## config.mk

```make
export PLATFORM = sky130hd
export DESIGN_NAME = bist_addr_seq
export DESIGN_NICKNAME = d
export VERILOG_FILES = /design/src/rtl/bist_pkg.sv /design/src/rtl/bist_addr_map.sv /design/src/rtl/bist_addr_seq.sv
export SDC_FILE = /design/constraint.sdc
export NUM_CORES = 1
export LEC_CHECK = 0
export CAP_MARGIN = 20
export CORE_MARGIN = 10
export CORE_UTILIZATION = 50
export DETAILED_ROUTE_END_ITERATION = 7
export PLACE_DENSITY = 0.76
export SYNTH_ARGS = -nofsm -noshare
export SYNTH_HDL_FRONTEND = slang
export SYNTH_HIERARCHICAL = 1
export SYNTH_SLANG_ARGS = --single-unit
```

## constraint.sdc

```tcl
create_clock -name clk -period 2.4 [get_ports clk]
set_clock_uncertainty 0.05 [all_clocks]
set_input_delay 0.48 -clock clk [delete_from_list [all_inputs] [get_ports clk]]
set_output_delay 0.48 -clock clk [all_outputs]
set_load 0.01 [all_outputs]
```

## src/rtl/bist_pkg.sv

```systemverilog
// Shared types and default geometry for the BIST address sequencer.
package bist_pkg;

  localparam int unsigned AD_W_DEF  = 8;
  localparam int unsigned COL_W_DEF = 4;

  typedef enum logic [1:0] {
    IDLE = 2'd0,
    RUN  = 2'd1,
    DONE = 2'd2
  } state_t;

endpackage

```

## src/rtl/bist_addr_map.sv

```systemverilog
// Combinational counter-to-address mapping; row_fast_i rotates the row field into the low bits.
module bist_addr_map #(
  parameter int unsigned AD_W  = 8,
  parameter int unsigned COL_W = 4
) (
  input  logic [AD_W-1:0] cnt_i,
  input  logic            row_fast_i,
  output logic [AD_W-1:0] addr_o
);

  always_comb begin
    addr_o = cnt_i;
    if (row_fast_i) begin
      addr_o = {cnt_i[AD_W-COL_W-1:0], cnt_i[AD_W-1:AD_W-COL_W]};
    end
  end

endmodule

```

## src/rtl/bist_addr_seq.sv

```systemverilog
// BIST address sequencer: sweeps lo..hi up or down, one step per adv.
// Row-fast ordering is compiled in only when ROW_FAST_EN is defined.
module bist_addr_seq
  import bist_pkg::*;
#(
  parameter int unsigned AD_W  = AD_W_DEF,
  parameter int unsigned COL_W = COL_W_DEF
) (
  input  logic            clk,
  input  logic            reset,
  input  logic            start,
  input  logic            up_down,
  input  logic [AD_W-1:0] lo,
  input  logic [AD_W-1:0] hi,
  input  logic            adv,
  input  logic            row_fast,
  output logic [AD_W-1:0] address,
  output logic            last,
  output logic            busy,
  output logic            done,
  output logic            err
);

  state_t          state_q;
  logic [AD_W-1:0] cnt_q;
  logic [AD_W-1:0] lo_q;
  logic [AD_W-1:0] hi_q;
  logic            up_down_q;
  logic            row_fast_q;
  logic            done_q;
  logic            err_q;
  logic            last_w;
  logic            map_en;

  // Terminal compare happens before any step, so a full-range sweep never wraps.
  always_comb begin
    last_w = (state_q == RUN) && (cnt_q == (up_down_q ? hi_q : lo_q));
  end

  always_ff @(posedge clk) begin
    if (reset) begin
      state_q    <= IDLE;
      cnt_q      <= '0;
      lo_q       <= '0;
      hi_q       <= '0;
      up_down_q  <= 1'b0;
      row_fast_q <= 1'b0;
      done_q     <= 1'b0;
      err_q      <= 1'b0;
    end else begin
      done_q <= 1'b0;
      unique case (state_q)
        IDLE, DONE: begin
          if (start) begin
            if (lo <= hi) begin
              lo_q       <= lo;
              hi_q       <= hi;
              up_down_q  <= up_down;
              row_fast_q <= row_fast;
              cnt_q      <= up_down ? lo : hi;
              err_q      <= 1'b0;
              state_q    <= RUN;
            end else begin
              err_q   <= 1'b1;
              state_q <= IDLE;
            end
          end
        end
        RUN: begin
          if (adv) begin
            if (last_w) begin
              state_q <= DONE;
              done_q  <= 1'b1;
            end else if (up_down_q) begin
              cnt_q <= cnt_q + 1'b1;
            end else begin
              cnt_q <= cnt_q - 1'b1;
            end
          end
        end
        default: state_q <= IDLE;
      endcase
    end
  end

  always_comb begin
`ifdef ROW_FAST_EN
    map_en = row_fast_q;
`else
    map_en = row_fast_q & 1'b0;
`endif
  end

  bist_addr_map #(
    .AD_W  (AD_W),
    .COL_W (COL_W)
  ) u_map (
    .cnt_i      (cnt_q),
    .row_fast_i (map_en),
    .addr_o     (address)
  );

  assign last = last_w;
  assign busy = (state_q == RUN);
  assign done = done_q;
  assign err  = err_q;

endmodule

```

# == Word level (Yosys, flattened, before mapping) ==
# Cells that the tools add are included.
# totals
reg_bits,29
latch_bits,0
ramBits,0
romBits,0
inputBits,22
out_inout_bits,12
elab_cells,44
n_memories,0
# classes
add_sub_neg,2
n_mul,0
n_div,0
magnitude_cmp,1
eq_ne,8
shifts,0
n_mux,15
n_bitwise,2
reduce_logical,9
# op_table
cell,n
8-bit 2-to-1 mux,7
8-bit one-hot mux with 2 select lines,1
2-bit != test (second input constant),5
8-bit by 1-bit adder with 8-bit output (second input constant),1
8-bit == test,1
8-bit less-or-equal comparator,1
8-bit by 1-bit subtractor with 8-bit output (second input constant),1
2-bit 2-to-1 mux,3
3-bit AND reduction,2
5-bit AND reduction,1
2-bit one-hot mux with 2 select lines,1
1-bit 2-to-1 mux,3
3-bit OR reduction,1
2-bit by 1-bit == test with 1-bit output (second input constant),1
2-bit == test (second input constant),1
2-bit zero test,1
1-bit NOT,2
2-bit AND reduction,1
2-bit nonzero test,1
2-bit OR reduction,1
1-bit logical AND,1

# == Depth between registers and ports, before layout ==
# logic_depth
ltp_word,6
mapped_depth,11
mapped_depth_nobuf,9

# == Hierarchy ==
# Netlist, hierarchy kept.
# modules_own_cells
module,instances,cells_each,area_per_inst_um2,seq_area_each_um2
bist_addr_seq,1,232,1833.0,580.6
bist_addr_map,1,9,131.4,0.0

# == Least setup slack after synthesis ==
# OpenSTA, ideal clock, no wires.
# synth_path
kind,input to register
start,input hi[1]
end,register cnt_q[3]
setup_time_ps,86
arrival_ps,2097
slack_ps,167
cell_stages,11
path_buffers,2
cell_sequence,inv_1 ha_1 nor2b_1 o211ai_1 a21oi_1 o22ai_1 and3_1 clkbuf_1 buf_2 nor3_1 a211oi_1
# synth_via
elab_chain_len,3
# synth_rtl
item,line,source
start: declaration,bist_addr_seq.sv:14,"input logic [AD_W-1:0] hi,"
8-bit less-or-equal comparator,bist_addr_seq.sv:55,if (lo <= hi) begin
2-bit != test (no source line),n/a,
5-bit AND reduction (no source line),n/a,
end signal: assignment,bist_addr_seq.sv:60,cnt_q <= up_down ? lo : hi;
end signal: assignment,bist_addr_seq.sv:75,cnt_q <= cnt_q + 1'b1;
end signal: assignment,bist_addr_seq.sv:77,cnt_q <= cnt_q - 1'b1;
end: declaration,bist_addr_seq.sv:25,logic [AD_W-1:0] cnt_q;
# No other way between the ends.
# A chain may end at the register's enable or synchronous reset.

# == Final worst setup path ==
# layout_path
start,register up_down_q
end,output last
# layout_via
elab_chain_len,3
# layout_rtl
item,line,source
start: declaration,bist_addr_seq.sv:28,logic up_down_q;
start signal: assignment,bist_addr_seq.sv:58,up_down_q <= up_down;
8-bit 2-to-1 mux,bist_addr_seq.sv:37,last_w = (state_q == RUN) && (cnt_q == (up_down_q ? hi_q : lo_q));
8-bit == test,bist_addr_seq.sv:37,
1-bit logical AND,bist_addr_seq.sv:37,
end: declaration,bist_addr_seq.sv:18,"output logic last,"
# No other way between the ends.

==> flow_summary.json <==
{
  "outcome": "completed",
  "drc_errors": 0,
  "finalHoldViolCount": 0,
  "cts_buffers": 5,
  "io_pins": 34,
  "reg2reg_depth": 10,
  "synthTopCellsByArea": "dfxtp_1 (30%), a21oi_1 (8.9%), ha_1 (8.9%)",
  "whs_path_depth": 2,
  "synth_common_cells": "nand2_1 (41), a21oi_1 (35), dfxtp_1 (29), ha_1 (14), mux2i_1 (13)",
  "grt_max_degree": 24,
  "root_buffer": "clkbuf_8",
  "seq_area_um2": 581.8,
  "ys_seq_area_share_pct": 29.55,
  "start_util_pct": 52.47,
  "ys_types": 37,
  "place_ws_ps": -396.2,
  "finalCritPeriodShare_pct": 98.57,
  "synth_top_area_share_pct": 29.55,
  "htree_levels": 2,
  "power_w": 0.001791,
  "core_area_um2": 3744,
  "die_area_um2": 6836,
  "vias": 1940,
  "yosysTopAreaCell": "dfxtp_1",
  "final_nets": 344,
  "layout-drive-gt1-share_pct": 25.73,
  "dp_hpwl_um": 4144,
  "worst-path-stages": 7,
  "utilization_pct": 75.94,
  "diodes": 0,
  "critPathMaxStageDelay_ps": 350,
  "peakVddDrop_uv": 374.6,
  "nFillCells": 284,
  "grt_pass1_wl_um": 8549,
  "clk_latency_ps": 280,
  "synth_cells": 241,
  "setup_violations": 0,
  "fp.dieW_um": 82.68,
  "synth_edf_count": 0,
  "track_usage_pct": 15.82,
  "cp_max_fo": 7,
  "worstHoldPathType": "flip-flop to flip-flop",
  "critPathSlowestCell": "dfxtp_2",
  "initialDrtViolationCount": 147,
  "place.gp.congestion": 0.8225,
  "yosysMostFrequentCell": "nand2_1",
  "holdWs_ps": 405.4,
  "crit_chain": "buf_12 > mux2i_4 > xnor2_2 > nor4_2 > nand2_1 > nor2_2 > buf_2",
  "cts_tree": "built",
  "fin_crit_ps": 2366,
  "drtAntennaViolNets": 0,
  "rows": 22,
  "start_kind": "flip-flop",
  "ys_seq_elements": 29,
  "drv_slew": 0,
  "drtPass1Iterations": 4,
  "cp.buffers_inverters": 2,
  "yosysWarningCount": 6,
  "cts_buffer_depth": 2,
  "async_flop_share_pct": 0,
  "area_growth_syn_to_layout_pct": 44.71,
  "r2r_setup_slack_ps": 120,
  "grt_pass1_vias": 1832,
  "powerDensity_nw_per_um2": 630.2,
  "p_leak_nw": 1.173,
  "numClockSinks": 29,
  "worstPathArrival_ps": 1840,
  "totalWireLength_um": 5406,
  "via_per_inst": 5.465,
  "rsz0062_at_grt": "true",
  "max_freq_mhz": 422.7,
  "grt_overflow_total": 0,
  "avgSynthCellArea_um2": 8.151,
  "wl_per_cell_um": 15.23,
  "cp.required_ps": 1870,
  "path_clk_slew_ps": 60,
  "drv_cap": 0,
  "crit_family": "simple AND/OR/NAND/NOR gates",
  "antenna_found_initial": 0,
  "synth_nets": 278,
  "multi_input_area_um2": 1396,
  "portBuffers": 32,
  "crit_type": "flip-flop to output pin",
  "endpoint_kind": "output pin",
  "setup_ws_ps": 34.38,
  "synthFlopType": "dfxtp_1",
  "setup_tns_ps": 0,
  "synth_area_um2": 1964,
  "die_h_um": 82.68
}
[worst paths after layout]
check                     endpoint                    from
min           lo_q[7]$_SDFFE_PP0P_    lo_q[7]$_SDFFE_PP0P_
max                           last  up_down_q$_SDFFE_PP0P_
min reg2reg   lo_q[7]$_SDFFE_PP0P_    lo_q[7]$_SDFFE_PP0P_
max reg2reg  cnt_q[7]$_SDFFE_PP0P_  up_down_q$_SDFFE_PP0P_
[power breakdown]
group,internal [W],switching (W),total (W)
Sequential,0.000529,0.0000389,0.000567
Combinational,0.000423,0.000393,0.000816
Clock,0.000227,0.000182,0.000408
[through the flow]
step	instances	area, um2
floorplan	241	1964
global placement	342	2545
detailed placement	342	2545
CTS	350	2655
global route	355	2843
finish	355	2843
[cell usage in the layout (no fill, tap or decap), types with 2 or more instances in the layout]
cell type	synthesis	layout
clkbuf_8	0	6
nand2b_1	3	3
buf_6	2	2
clkdlybuf4s50_1	0	29
xor2_1	3	3
inv_1	12	10
mux2i_4	0	2
buf_12	0	3
dlymetal6s2s_1	0	2
nand2_1	41	41
nor3_1	2	2
nand4_1	2	2
mux2i_2	0	3
dfxtp_1	29	28
a21oi_1	35	31
a21oi_2	0	4
nor2_1	8	7
xnor2_1	11	10
ha_1	14	10
o21ai_0	8	7
nand3_1	6	5
mux2_4	8	8
ha_4	0	3
o221ai_1	4	4
a211oi_1	6	5
buf_4	0	35
o211ai_1	5	5
mux2i_1	13	8
[kinds of logic after synthesis]
group / share of synthesized area [%]
buffers and inverters: 5.923
XOR/XNOR: 6.242
other: 0.1909
adder cells (fa/ha/maj): 9.936
flip-flops: 29.55
AO/OA/AOI/OAI: 19.75
multiplexers: 12.74
AND/OR/NAND/NOR: 15.67
[timing repair]
action | 4_1_cts | 5_1_grt
pin swaps | 3 | 12
setup buffers | 1 | 5
setup endpoints to repair | 24 | 25
hold buffers | 0 | 0
resized for setup | 10 | 30
[registers in the layout, summed over array words and instances, names as in the netlist]
| register | cells |
|---|---|
| cnt_q | 8 |
| hi_q | 8 |
| lo_q | 8 |
| state_q | 2 |
| done | 1 |
| err | 1 |
| up_down_q | 1 |
[routing by layer]
layer | global-route usage [%] | share of wire, % | vias to the layer above
met1 | 18.67 | 43 | 891
li1 | - | - | 980
met2 | 27.39 | 50 | 59
met4 | 5.518 | 1.5 | 0
met3 | 3.564 | 5.4 | 10
met5 | 0 | 0 | -
[layout make-up]
type                       count  area share [%]
multi-input combinational    186           49.12
clock buffer                   7           3.037
timing repair buffer          72           23.42
sequential                    29           20.47
inverter                      13           1.849
tap                           48           2.113
[worst reg2reg max path, stage by stage (launching register included)]
cell	delay, ps
dfxtp_2	350
buf_12	140
clkinvlp_4	150
ha_1	340
a211oi_2	250
o21ai_0	150
a21oi_2	200
a21oi_1	110
xnor2_1	180
o221ai_1	140
a21oi_1	150
(Power assumes the default switching activity.)
